[config.mk]
export PLATFORM = sky130hd
export DESIGN_NAME = array_allocator_flat
export DESIGN_NICKNAME = d
export VERILOG_FILES = /design/src/rtl/array_allocator_if.sv /design/src/rtl/array_allocator.sv /design/src/flat_wrapper.sv
export SDC_FILE = /design/constraint.sdc
export NUM_CORES = 1
export LEC_CHECK = 0
export BUFFER_PORTS_ARGS = -buffer_cell sky130_fd_sc_hd__buf_4
export CAP_MARGIN = 25
export CORE_ASPECT_RATIO = 1.5
export CORE_MARGIN = 10
export CORE_UTILIZATION = 53
export CTS_CLUSTER_DIAMETER = 100
export DETAILED_ROUTE_END_ITERATION = 7
export PLACE_DENSITY = 0.79
export SLEW_MARGIN = 25
export SYNTH_ARGS = -nofsm -noshare
export SYNTH_HDL_FRONTEND = slang
export SYNTH_SLANG_ARGS = --single-unit
export TNS_END_PERCENT = 50
[constraint.sdc]
create_clock -name clock -period 4.75 [get_ports clock]
set_clock_uncertainty 0.05 [all_clocks]
set_input_delay 0.2375 -clock clock [delete_from_list [all_inputs] [get_ports clock]]
set_output_delay 0.2375 -clock clock [all_outputs]
set_load 0.03 [all_outputs]
[src/rtl/array_allocator_if.sv]
// rtl/array_allocator_if.sv - request/response bundle between a client and array_allocator
// Purpose: groups the allocator's alloc/free/write requests, size read port and status outputs.
// Ports (master drives requests, slave drives results):
//   alloc, free, free_handle          handle allocation and release requests
//   wr_en, wr_array, wr_index         element-write notification
//   size_array / size_out             combinational size read port
//   alloc_valid, alloc_handle, alloc_fail, err_free, err_write   registered one-cycle results
//   live_count, high_water            registered occupancy counters
interface array_allocator_if #(
  parameter int MemoryElementWidth = 12
);
  logic                          alloc;
  logic                          free;
  logic [MemoryElementWidth-1:0] free_handle;
  logic                          wr_en;
  logic [MemoryElementWidth-1:0] wr_array;
  logic [MemoryElementWidth-1:0] wr_index;
  logic [MemoryElementWidth-1:0] size_array;
  logic [MemoryElementWidth-1:0] size_out;
  logic                          alloc_valid;
  logic [MemoryElementWidth-1:0] alloc_handle;
  logic                          alloc_fail;
  logic                          err_free;
  logic                          err_write;
  logic [MemoryElementWidth-1:0] live_count;
  logic [MemoryElementWidth-1:0] high_water;

  modport master (
    output alloc, free, free_handle, wr_en, wr_array, wr_index, size_array,
    input  size_out, alloc_valid, alloc_handle, alloc_fail, err_free, err_write,
           live_count, high_water
  );

  modport slave (
    input  alloc, free, free_handle, wr_en, wr_array, wr_index, size_array,
    output size_out, alloc_valid, alloc_handle, alloc_fail, err_free, err_write,
           live_count, high_water
  );
endinterface

[src/rtl/array_allocator.sv]
// rtl/array_allocator.sv - array handle allocator with LIFO free stack and per-array size table
// Purpose: grants array handles (recycled handles first, LIFO), tracks each array's logical
// length from element writes and serves the size table to the array instruction units.
// Ports:
//   clock  rising-edge system clock
//   reset  asynchronous active-low reset
//   bus    array_allocator_if.slave (requests in, registered results and combinational size_out)
module array_allocator #(
  parameter int MemoryElementWidth = 12,
  parameter int NArrays            = 4,
  parameter int NArea              = 3
) (
  input logic               clock,
  input logic               reset,
  array_allocator_if.slave  bus
);
  localparam int W  = MemoryElementWidth;
  localparam int IW = (NArrays > 1) ? $clog2(NArrays) : 1;
  localparam logic [W-1:0] N_ARR  = W'(NArrays);
  localparam logic [W-1:0] N_AREA = W'(NArea);

  logic [NArrays-1:0] in_use;
  logic [W-1:0]       sizes [NArrays];
  logic [W-1:0]       stack [NArrays];
  logic [W-1:0]       top;
  logic [W-1:0]       counter;
  logic [W-1:0]       live;

  logic [IW-1:0] f_idx, w_idx, s_idx, pop_idx, push_idx, g_idx;
  logic          free_ok, have_stack, have_new, grant, wr_ok, grow;
  logic [W-1:0]  grant_h;

  // Index slices are only used after the corresponding range check passes.
  assign f_idx    = bus.free_handle[IW-1:0];
  assign w_idx    = bus.wr_array[IW-1:0];
  assign s_idx    = bus.size_array[IW-1:0];
  assign pop_idx  = IW'(top - W'(1));
  assign push_idx = IW'(top);

  assign free_ok    = bus.free && (bus.free_handle < N_ARR) && in_use[f_idx];
  assign have_stack = (top != '0);
  assign have_new   = (counter < N_ARR);
  // A legal same-cycle free feeds the alloc directly, so that alloc can never fail.
  assign grant      = bus.alloc && (free_ok || have_stack || have_new);
  assign grant_h    = free_ok    ? bus.free_handle :
                      have_stack ? stack[pop_idx]  : counter;
  assign g_idx      = IW'(grant_h);

  // Legality uses in_use as of the start of the cycle; writes racing a free or a grant of
  // the same handle are rejected.
  assign wr_ok = bus.wr_en && (bus.wr_array < N_ARR) && in_use[w_idx]
              && !(free_ok && (bus.free_handle == bus.wr_array))
              && !(grant && (grant_h == bus.wr_array))
              && (bus.wr_index < N_AREA);
  // Compare one bit wider so wr_index+1 cannot wrap.
  assign grow  = ({1'b0, bus.wr_index} + (W+1)'(1)) > {1'b0, sizes[w_idx]};

  // A freed handle keeps its stale size but must read as 0.
  assign bus.size_out   = ((bus.size_array < N_ARR) && in_use[s_idx]) ? sizes[s_idx] : '0;
  assign bus.live_count = live;
  assign bus.high_water = counter;

  always_ff @(posedge clock or negedge reset) begin
    if (!reset) begin
      bus.alloc_valid  <= 1'b0;
      bus.alloc_handle <= '0;
      bus.alloc_fail   <= 1'b0;
      bus.err_free     <= 1'b0;
      bus.err_write    <= 1'b0;
      in_use           <= '0;
      top              <= '0;
      counter          <= '0;
      live             <= '0;
      for (int i = 0; i < NArrays; i++) begin
        sizes[i] <= '0;
        stack[i] <= '0;
      end
    end else begin
      bus.alloc_valid <= grant;
      bus.alloc_fail  <= bus.alloc && !grant;
      bus.err_free    <= bus.free && !free_ok;
      bus.err_write   <= bus.wr_en && !wr_ok;

      if (grant) begin
        bus.alloc_handle <= grant_h;
        in_use[g_idx]    <= 1'b1;
        sizes[g_idx]     <= '0;
        // Bypassed grants leave stack, counter and live untouched.
        if (!free_ok) begin
          if (have_stack) top <= top - W'(1);
          else            counter <= counter + W'(1);
          live <= live + W'(1);
        end
      end

      if (free_ok && !bus.alloc) begin
        in_use[f_idx]   <= 1'b0;
        stack[push_idx] <= bus.free_handle;
        top             <= top + W'(1);
        live            <= live - W'(1);
      end

      if (wr_ok && grow) sizes[w_idx] <= bus.wr_index + W'(1);
    end
  end
endmodule
[src/flat_wrapper.sv]
// flat-port wrapper written by rule: the top's interface ports become plain ports
module array_allocator_flat 
#(
  parameter int MemoryElementWidth = 12,
  parameter int NArrays            = 4,
  parameter int NArea              = 3
)
  (clock, reset, bus_alloc, bus_free, bus_free_handle, bus_wr_en, bus_wr_array, bus_wr_index, bus_size_array, bus_size_out, bus_alloc_valid, bus_alloc_handle, bus_alloc_fail, bus_err_free, bus_err_write, bus_live_count, bus_high_water);
  array_allocator_if #(.MemoryElementWidth(MemoryElementWidth)) bus_i ();
  input logic clock;
  input logic reset;
  input wire logic [$bits(bus_i.alloc)-1:0] bus_alloc;
  input wire logic [$bits(bus_i.free)-1:0] bus_free;
  input wire logic [$bits(bus_i.free_handle)-1:0] bus_free_handle;
  input wire logic [$bits(bus_i.wr_en)-1:0] bus_wr_en;
  input wire logic [$bits(bus_i.wr_array)-1:0] bus_wr_array;
  input wire logic [$bits(bus_i.wr_index)-1:0] bus_wr_index;
  input wire logic [$bits(bus_i.size_array)-1:0] bus_size_array;
  output wire logic [$bits(bus_i.size_out)-1:0] bus_size_out;
  output wire logic [$bits(bus_i.alloc_valid)-1:0] bus_alloc_valid;
  output wire logic [$bits(bus_i.alloc_handle)-1:0] bus_alloc_handle;
  output wire logic [$bits(bus_i.alloc_fail)-1:0] bus_alloc_fail;
  output wire logic [$bits(bus_i.err_free)-1:0] bus_err_free;
  output wire logic [$bits(bus_i.err_write)-1:0] bus_err_write;
  output wire logic [$bits(bus_i.live_count)-1:0] bus_live_count;
  output wire logic [$bits(bus_i.high_water)-1:0] bus_high_water;
  assign bus_i.alloc = bus_alloc;
  assign bus_i.free = bus_free;
  assign bus_i.free_handle = bus_free_handle;
  assign bus_i.wr_en = bus_wr_en;
  assign bus_i.wr_array = bus_wr_array;
  assign bus_i.wr_index = bus_wr_index;
  assign bus_i.size_array = bus_size_array;
  assign bus_size_out = bus_i.size_out;
  assign bus_alloc_valid = bus_i.alloc_valid;
  assign bus_alloc_handle = bus_i.alloc_handle;
  assign bus_alloc_fail = bus_i.alloc_fail;
  assign bus_err_free = bus_i.err_free;
  assign bus_err_write = bus_i.err_write;
  assign bus_live_count = bus_i.live_count;
  assign bus_high_water = bus_i.high_water;
  array_allocator #(.MemoryElementWidth(MemoryElementWidth), .NArrays(NArrays), .NArea(NArea)) u_core (.clock(clock), .reset(reset), .bus(bus_i));
endmodule
==> run_results.csv, run 1 <==
group,metric,value,unit
clocking,ctsResizeCount,0,
yosys,syn_area_per_cell,12.0,um^2
timing,fin_ws,0.673,ns
critical_path,slowest_delay,0.84,ns
critical_path,critPathKind,"reg -> reg",
placement,numPlacedInstances,956,
timing,hold_viol_final,0,
finish,area_delta_synth_final,18.7,%
timing,tightest_slew,0.940,ns
route,dr.pass1.iters,6,
yosys,synthTopCellsByCount,"dfrtp_1, and2_1, mux4_2, xnor2_1, nand2_1",
yosys,yosys-top-cells-area,"dfrtp_1, mux4_2, nor3b_2",
floorplan,rows,55,
timing,drv_slew,0,
clocking,clkTransAtPathRegs,0.07,ns
route,drtAntennaViolNets,0,
finish,drive_gt1_frac,0.309,
placement,hpwl,15600,um
critical_path,critPathMaxFanout,15,
floorplan,die_w,122,um
yosys,synth_edf_count,0,
critical_path,start_kind,"flop",
pwr,powerDensity,370,nW/um^2
worst_hold_path,min_from,"bus_free",
route,wire_per_inst,21.4,um
worst_hold_path,hold_class,"in -> reg",
pwr,peakVddDrop,227,uV
global_routing,grt_max_degree,112,
clocking,clock_latency,0.43,ns
clocking,root_buffer,"clkbuf_16",
critical_path,worstPathRequired,5.01,ns
timing,finalSetupTns,0,ns
yosys,netlist_area,8220,um^2
yosys,ys_seq_elements,152,
clocking,cts.htree.levels,4,
global_routing,grt_pass1_wl,34500,um
yosys,synthArstFlopShare,1.00,
clocking,cts.sinks,152,
yosys,yosysMostFrequentCell,"dfrtp_1",
route,vias_per_cell,6.11,
finish,seqCellArea,3800,um^2
critical_path,crit_slowest_cell,"a211oi_2",
timing,slew_headroom,0.372,
yosys,seq_area_frac_synth,0.463,
route,vias,6038,
pwr,p_leak,4.52,nW
finish,multi_input_area,4160,um^2
global_routing,overflow,0,
finish,final_util,0.645,
run_status,outcome,"finished clean",
floorplan,core-area,15100,um^2
floorplan,die-area,21000,um^2
yosys,synth_top_area_frac,0.463,
yosys,yosys.cell_types.count,57,
critical_path,reg2reg_slack,0.67,ns
floorplan,initial_core_util,0.543,
placement,dp_slack,0.775,ns
critical_path,crit_arrival,4.34,ns
clocking,post-cts-setup-buffers,0,
global_routing,grt_pass1_vias,6481,
critical_path,r2r_start,"u_core.top[1]",
global_routing,use_met1,0.236,
run,drv_cap,0,
critical_path,crit_path_end_kind,"flop",
critical_path,reg2reg_depth,9,
yosys,ys.flop_type,"dfrtp_1",
clocking,cts_tree,"yes",
finish,num-fill-cells,1161,
finish,final_area,9760,um^2
finish,nets,849,
clocking,hold_buffers,1,
floorplan,die_h,173,um
placement,io_buffers,104,
yosys,yosys_warnings,0,
global_routing,grtUsageTotal,0.205,
route,drc_errors,0,
yosys,syn-instance-count,686,
timing,fin_crit_sh,0.858,
finish,final_cell_count_no_fill,989,
placement,gp_congestion,0.910,
route,wirelength,21100,um
global_routing,antenna_found_initial,0,
global_routing,grt_busiest_layer,"met2",
global_routing,met2_usage,0.344,
timing,fmax,0.245,GHz
floorplan,pin_count,105,
finish,antennaDiodeCount,0,
yosys,synthesis.nets,758,
critical_path,endpoint,"u_core.sizes[37]",
critical_path,reg2reg_to,"u_core.sizes[37]",
critical_path,cp_cell_sequence,"inv_1 -> ha_1 -> nor4b_2 -> nand4b_4 -> mux2i_1 -> o311ai_0 -> a2111oi_4 -> a211oi_2 -> mux2_2",
clocking,clockBufferDepth,2,
placement,dpl-instance-area,9150,um^2
critical_path,cp-startpoint,"u_core.top[1]",
yosys,synth_area_leader_cell,"dfrtp_1",
timing,setup_viol,0,
global_routing,use_met3,0.0410,
clocking,numCtsBuffers,17,
worst_hold_path,hold_depth,2,
route,drt_iter0_drc,429,
timing,period_needed,4.08,ns
timing,rsz0062_at_grt,"no",
==> registers in the layout (all words and copies together) (netlist names) <==
register and cells:
u_core.bus.alloc_fail 1, u_core.in_use 4, u_core.bus.alloc_valid 1, u_core.sizes 48
u_core.bus.alloc_handle 12, u_core.bus.err_free 1, u_core.bus.err_write 1, u_core.top 12
u_core.bus.live_count 12, u_core.stack 48, u_core.bus.high_water 12
==> placed cells by master, fill, tap and decap left out, types with 17 or more instances in the layout <==
cell	Yosys	routed
nand2_1	31	31
mux2i_1	17	17
mux4_2	38	38
nor3b_2	30	30
nor4_1	19	18
xnor2_1	34	34
inv_1	21	21
ha_1	19	19
nand4_1	17	17
nor2_1	22	22
buf_4	0	113
nor2b_1	19	19
dfrtp_1	152	152
and2_1	42	42
clkbuf_16	0	17
==> routing by layer <==
metal	wire [um]	vias to the layer above
li1	-	2688
met1	7700	3022
met2	11000	257
met3	1330	71
met4	1110	0
met5	0	-
==> critical path: cells and delay by family (launching register included) <==
family	cells	cell delay (ns)
and+or+nand+nor	2	0.69
buffers and inverters	1	0.17
muxes	2	0.70
adders and majority gates	1	0.31
DFF	1	0.44
AOI/OAI and AO/OA	3	1.59
==> logic make-up after synthesis <==
group | synth area share
AO/OA/AOI/OAI | 0.0702
XOR/XNOR | 0.0512
adder cells (fa/ha/maj) | 0.0289
buffers and inverters | 0.0347
flip-flops | 0.463
multiplexers | 0.149
AND/OR/NAND/NOR | 0.204
==> how the worst min path moves through the flow <==
stage	end	slack (ns)
after global routing	u_core.bus.err_free	0.02
after global placement	u_core.bus.alloc_valid	0.37
after floorplan	u_core.bus.alloc_fail	-0.11
final	u_core.bus.err_free	0.02
after CTS	u_core.bus.err_free	0.008
after detailed placement	u_core.bus.high_water[9]	0.38
==> layout make-up <==
class	count	share of cell area
Tap cell	199	0.0255
Sequential cell	152	0.390
Timing Repair Buffer	115	0.0894
Clock inverter	15	0.0174
Multi-Input combinational cell	470	0.426
Inverter	21	0.00808
Clock buffer	17	0.0436
==> through the flow <==
| stage | power [mW] | hold WS [ns] |
|---|---|---|
| 3_3_place_gp | 2.24 | 0.367 |
| 4_1_cts | 3.62 | 0.00806 |
| 3_5_place_dp | 2.27 | 0.380 |
| 2_1_floorplan | 2.02 | -0.108 |
| 6_report | 3.61 | 0.0185 |
| 5_1_grt | 3.76 | 0.0209 |
==> power by group <==
group	switching, mW	internal [mW]	total [mW]
logic	0.411	0.306	0.716
registers	0.163	1.39	1.55
clock network	0.633	0.710	1.34
No activity file was read; power rests on OpenSTA's default activity.
==> inputs of run 2 (changes only) <==
--- a/config.mk
+++ b/config.mk
@@ -9,10 +9,10 @@
 export CAP_MARGIN = 25
 export CORE_ASPECT_RATIO = 1.5
 export CORE_MARGIN = 10
-export CORE_UTILIZATION = 53
+export CORE_UTILIZATION = 40
 export CTS_CLUSTER_DIAMETER = 100
 export DETAILED_ROUTE_END_ITERATION = 7
-export PLACE_DENSITY = 0.79
+export PLACE_DENSITY = 0.64
 export SLEW_MARGIN = 25
 export SYNTH_ARGS = -nofsm -noshare
 export SYNTH_HDL_FRONTEND = slang
==> run_results.csv, run 2 (synthesized netlist as in run 1, its figures left out) <==
group,metric,value,unit
run_status,outcome,"finished clean",
finish,num-fill-cells,1859,
critical_path,start_kind,"flop",
timing,drv_slew,0,
floorplan,die-area,26800,um^2
critical_path,crit_slowest_cell,"a211oi_4",
floorplan,die_h,196,um
pwr,peakVddDrop,253,uV
finish,antennaDiodeCount,0,
critical_path,worstPathRequired,5.01,ns
floorplan,core-area,20300,um^2
clocking,clkTransAtPathRegs,0.06,ns
run,drv_cap,0,
timing,slew_headroom,0.407,
timing,whs,0.0221,ns
clocking,cts_tree,"yes",
pwr,pwr-share-clk,0.392,
placement,hpwl,16300,um
timing,finalSetupTns,0,ns
floorplan,rows,64,
finish,reg_top3,"u_core.sizes: 48 flops, u_core.stack: 48 flops",
critical_path,cp_cell_sequence,"inv_1 -> ha_1 -> nor4b_2 -> nand4b_4 -> mux2i_1 -> o311ai_0 -> a2111oi_4 -> a211oi_4 -> mux2_2",
clocking,cts.htree.levels,4,
pwr,p_leak,4.55,nW
timing,setup_viol,0,
global_routing,grt_pass1_vias,6293,
global_routing,grt_max_degree,69,
pwr,intPower,2.54,mW
timing,tightest_slew,0.885,ns
route,vias_per_cell,5.54,
clocking,post-cts-setup-buffers,0,
finish,nets,851,
pwr,switchingPower,1.15,mW
timing,hold_viol_final,0,
critical_path,critPathMaxFanout,15,
route,drc_errors,0,
clocking,cts.sinks,152,
critical_path,crit_path_end_kind,"flop",
global_routing,grtUsageTotal,0.166,
floorplan,pin_count,105,
route,drtAntennaViolNets,0,
timing,fmax,0.262,GHz
placement,io_buffers,104,
critical_path,crit_arrival,4.08,ns
route,vias,5853,
finish,final_cell_mix,"dfrtp_1, buf_4, and2_1",
route,wire_per_inst,20.4,um
timing,rsz0062_at_grt,"no",
placement,gp_congestion,0.889,
finish,drive_gt1_frac,0.312,
pwr,pwr-share-seq,0.418,
pwr,power,3.69,mW
route,dr.pass1.iters,4,
route,drt_iter0_drc,382,
pwr,power_frac_comb,0.190,
clocking,clock_latency,0.43,ns
clocking,numCtsBuffers,17,
clocking,root_buffer,"clkbuf_16",
floorplan,initial_core_util,0.404,
global_routing,overflow,0,
timing,fin_crit_sh,0.805,
clocking,clockBufferDepth,2,
critical_path,slowest_delay,0.73,ns
global_routing,grt_pass1_wl,34800,um
timing,period_needed,3.82,ns
pwr,power.share.switching,0.312,
finish,area_delta_synth_final,20.4,%
worst_hold_path,hold_class,"in -> reg",
floorplan,die_w,137,um
route,wirelength,21600,um
global_routing,antenna_found_initial,0,
finish,final_common_cell,"dfrtp_1",
pwr,powerDensity,373,nW/um^2
critical_path,critPathKind,"reg -> reg",
## run 2: cell types whose count changed in the layout (fill, tap and decap cells not counted), sizes merged
cell / change
buf: +3
bufinv: +3
clkbuf: -1
clkinv: -3
clkinvlp: +1
inv: -1
## run 2: final timing paths
check | startpoint | endpoint | slack (ns) | depth (start not counted)
setup / recovery | u_core.top[1] | u_core.sizes[13] | 0.93 | 9
hold / removal | bus_wr_index[0] | u_core.sizes[24] | 0.02 | 2
setup reg to reg | u_core.top[1] | u_core.sizes[13] | 0.93 | 9
hold reg to reg | u_core.bus.high_water[9] | u_core.bus.high_water[9] | 0.39 | 0
max in group asynchronous | reset | u_core.sizes[26] | 3.24 | 3
min in group asynchronous | reset | u_core.stack[21] | 0.21 | 2
## run 2: critical path: cells and delay by family (launching register included)
| kind | cells | cell delay [ns] |
|---|---|---|
| and+or+nand+nor | 2 | 0.66 |
| AOI/OAI and AO/OA | 3 | 1.45 |
| buffers and inverters | 1 | 0.13 |
| adders and majority gates | 1 | 0.26 |
| DFF | 1 | 0.43 |
| muxes | 2 | 0.71 |
## run 2: cell type report
cell class / instances / area [um^2] / area share
repair buffers: 117 / 885 / 0.0894
flip-flops and latches: 152 / 3800 / 0.384
inverters: 21 / 78.8 / 0.00797
clock inverters: 15 / 205 / 0.0207
multi-input cells: 470 / 4170 / 0.421
well taps: 264 / 330 / 0.0334
clock buffers: 17 / 425 / 0.0430
## run 2: per-layer routing
layer	GRT usage	part of all wire	up-vias
met2	0.289	0.55	154
met4	0.0771	0.031	0
li1	-	-	2694
met3	0.0355	0.047	40
met1	0.188	0.37	2965
met5	0	0	-
## run 2: through the flow
stage	worst slack, ns	cell area [um^2]	utilization	std cells
2_1_floorplan	1.36	8220	-	686
3_3_place_gp	0.698	9240	0.454	1023
3_5_place_dp	0.901	9250	0.455	1023
4_1_cts	0.898	9890	0.486	1056
5_1_grt	0.591	9890	0.486	1056
6_report	0.927	9890	0.486	1056
## run 2: power groups by stage
stage | combinational, mW | sequential [mW] | clock, mW
2_1_floorplan | 0.425 | 1.59 | 0
3_3_place_gp | 0.705 | 1.57 | 0
3_5_place_dp | 0.715 | 1.57 | 0
4_1_cts | 0.714 | 1.54 | 1.47
5_1_grt | 0.772 | 1.57 | 1.53
6_report | 0.702 | 1.54 | 1.45
## run 2: repair_timing
| action | CTS | global route |
|---|---|---|
| hold endpoints to repair | 37 | 0 |
| hold buffers | 1 | 0 |
| resized for setup | 0 | 0 |
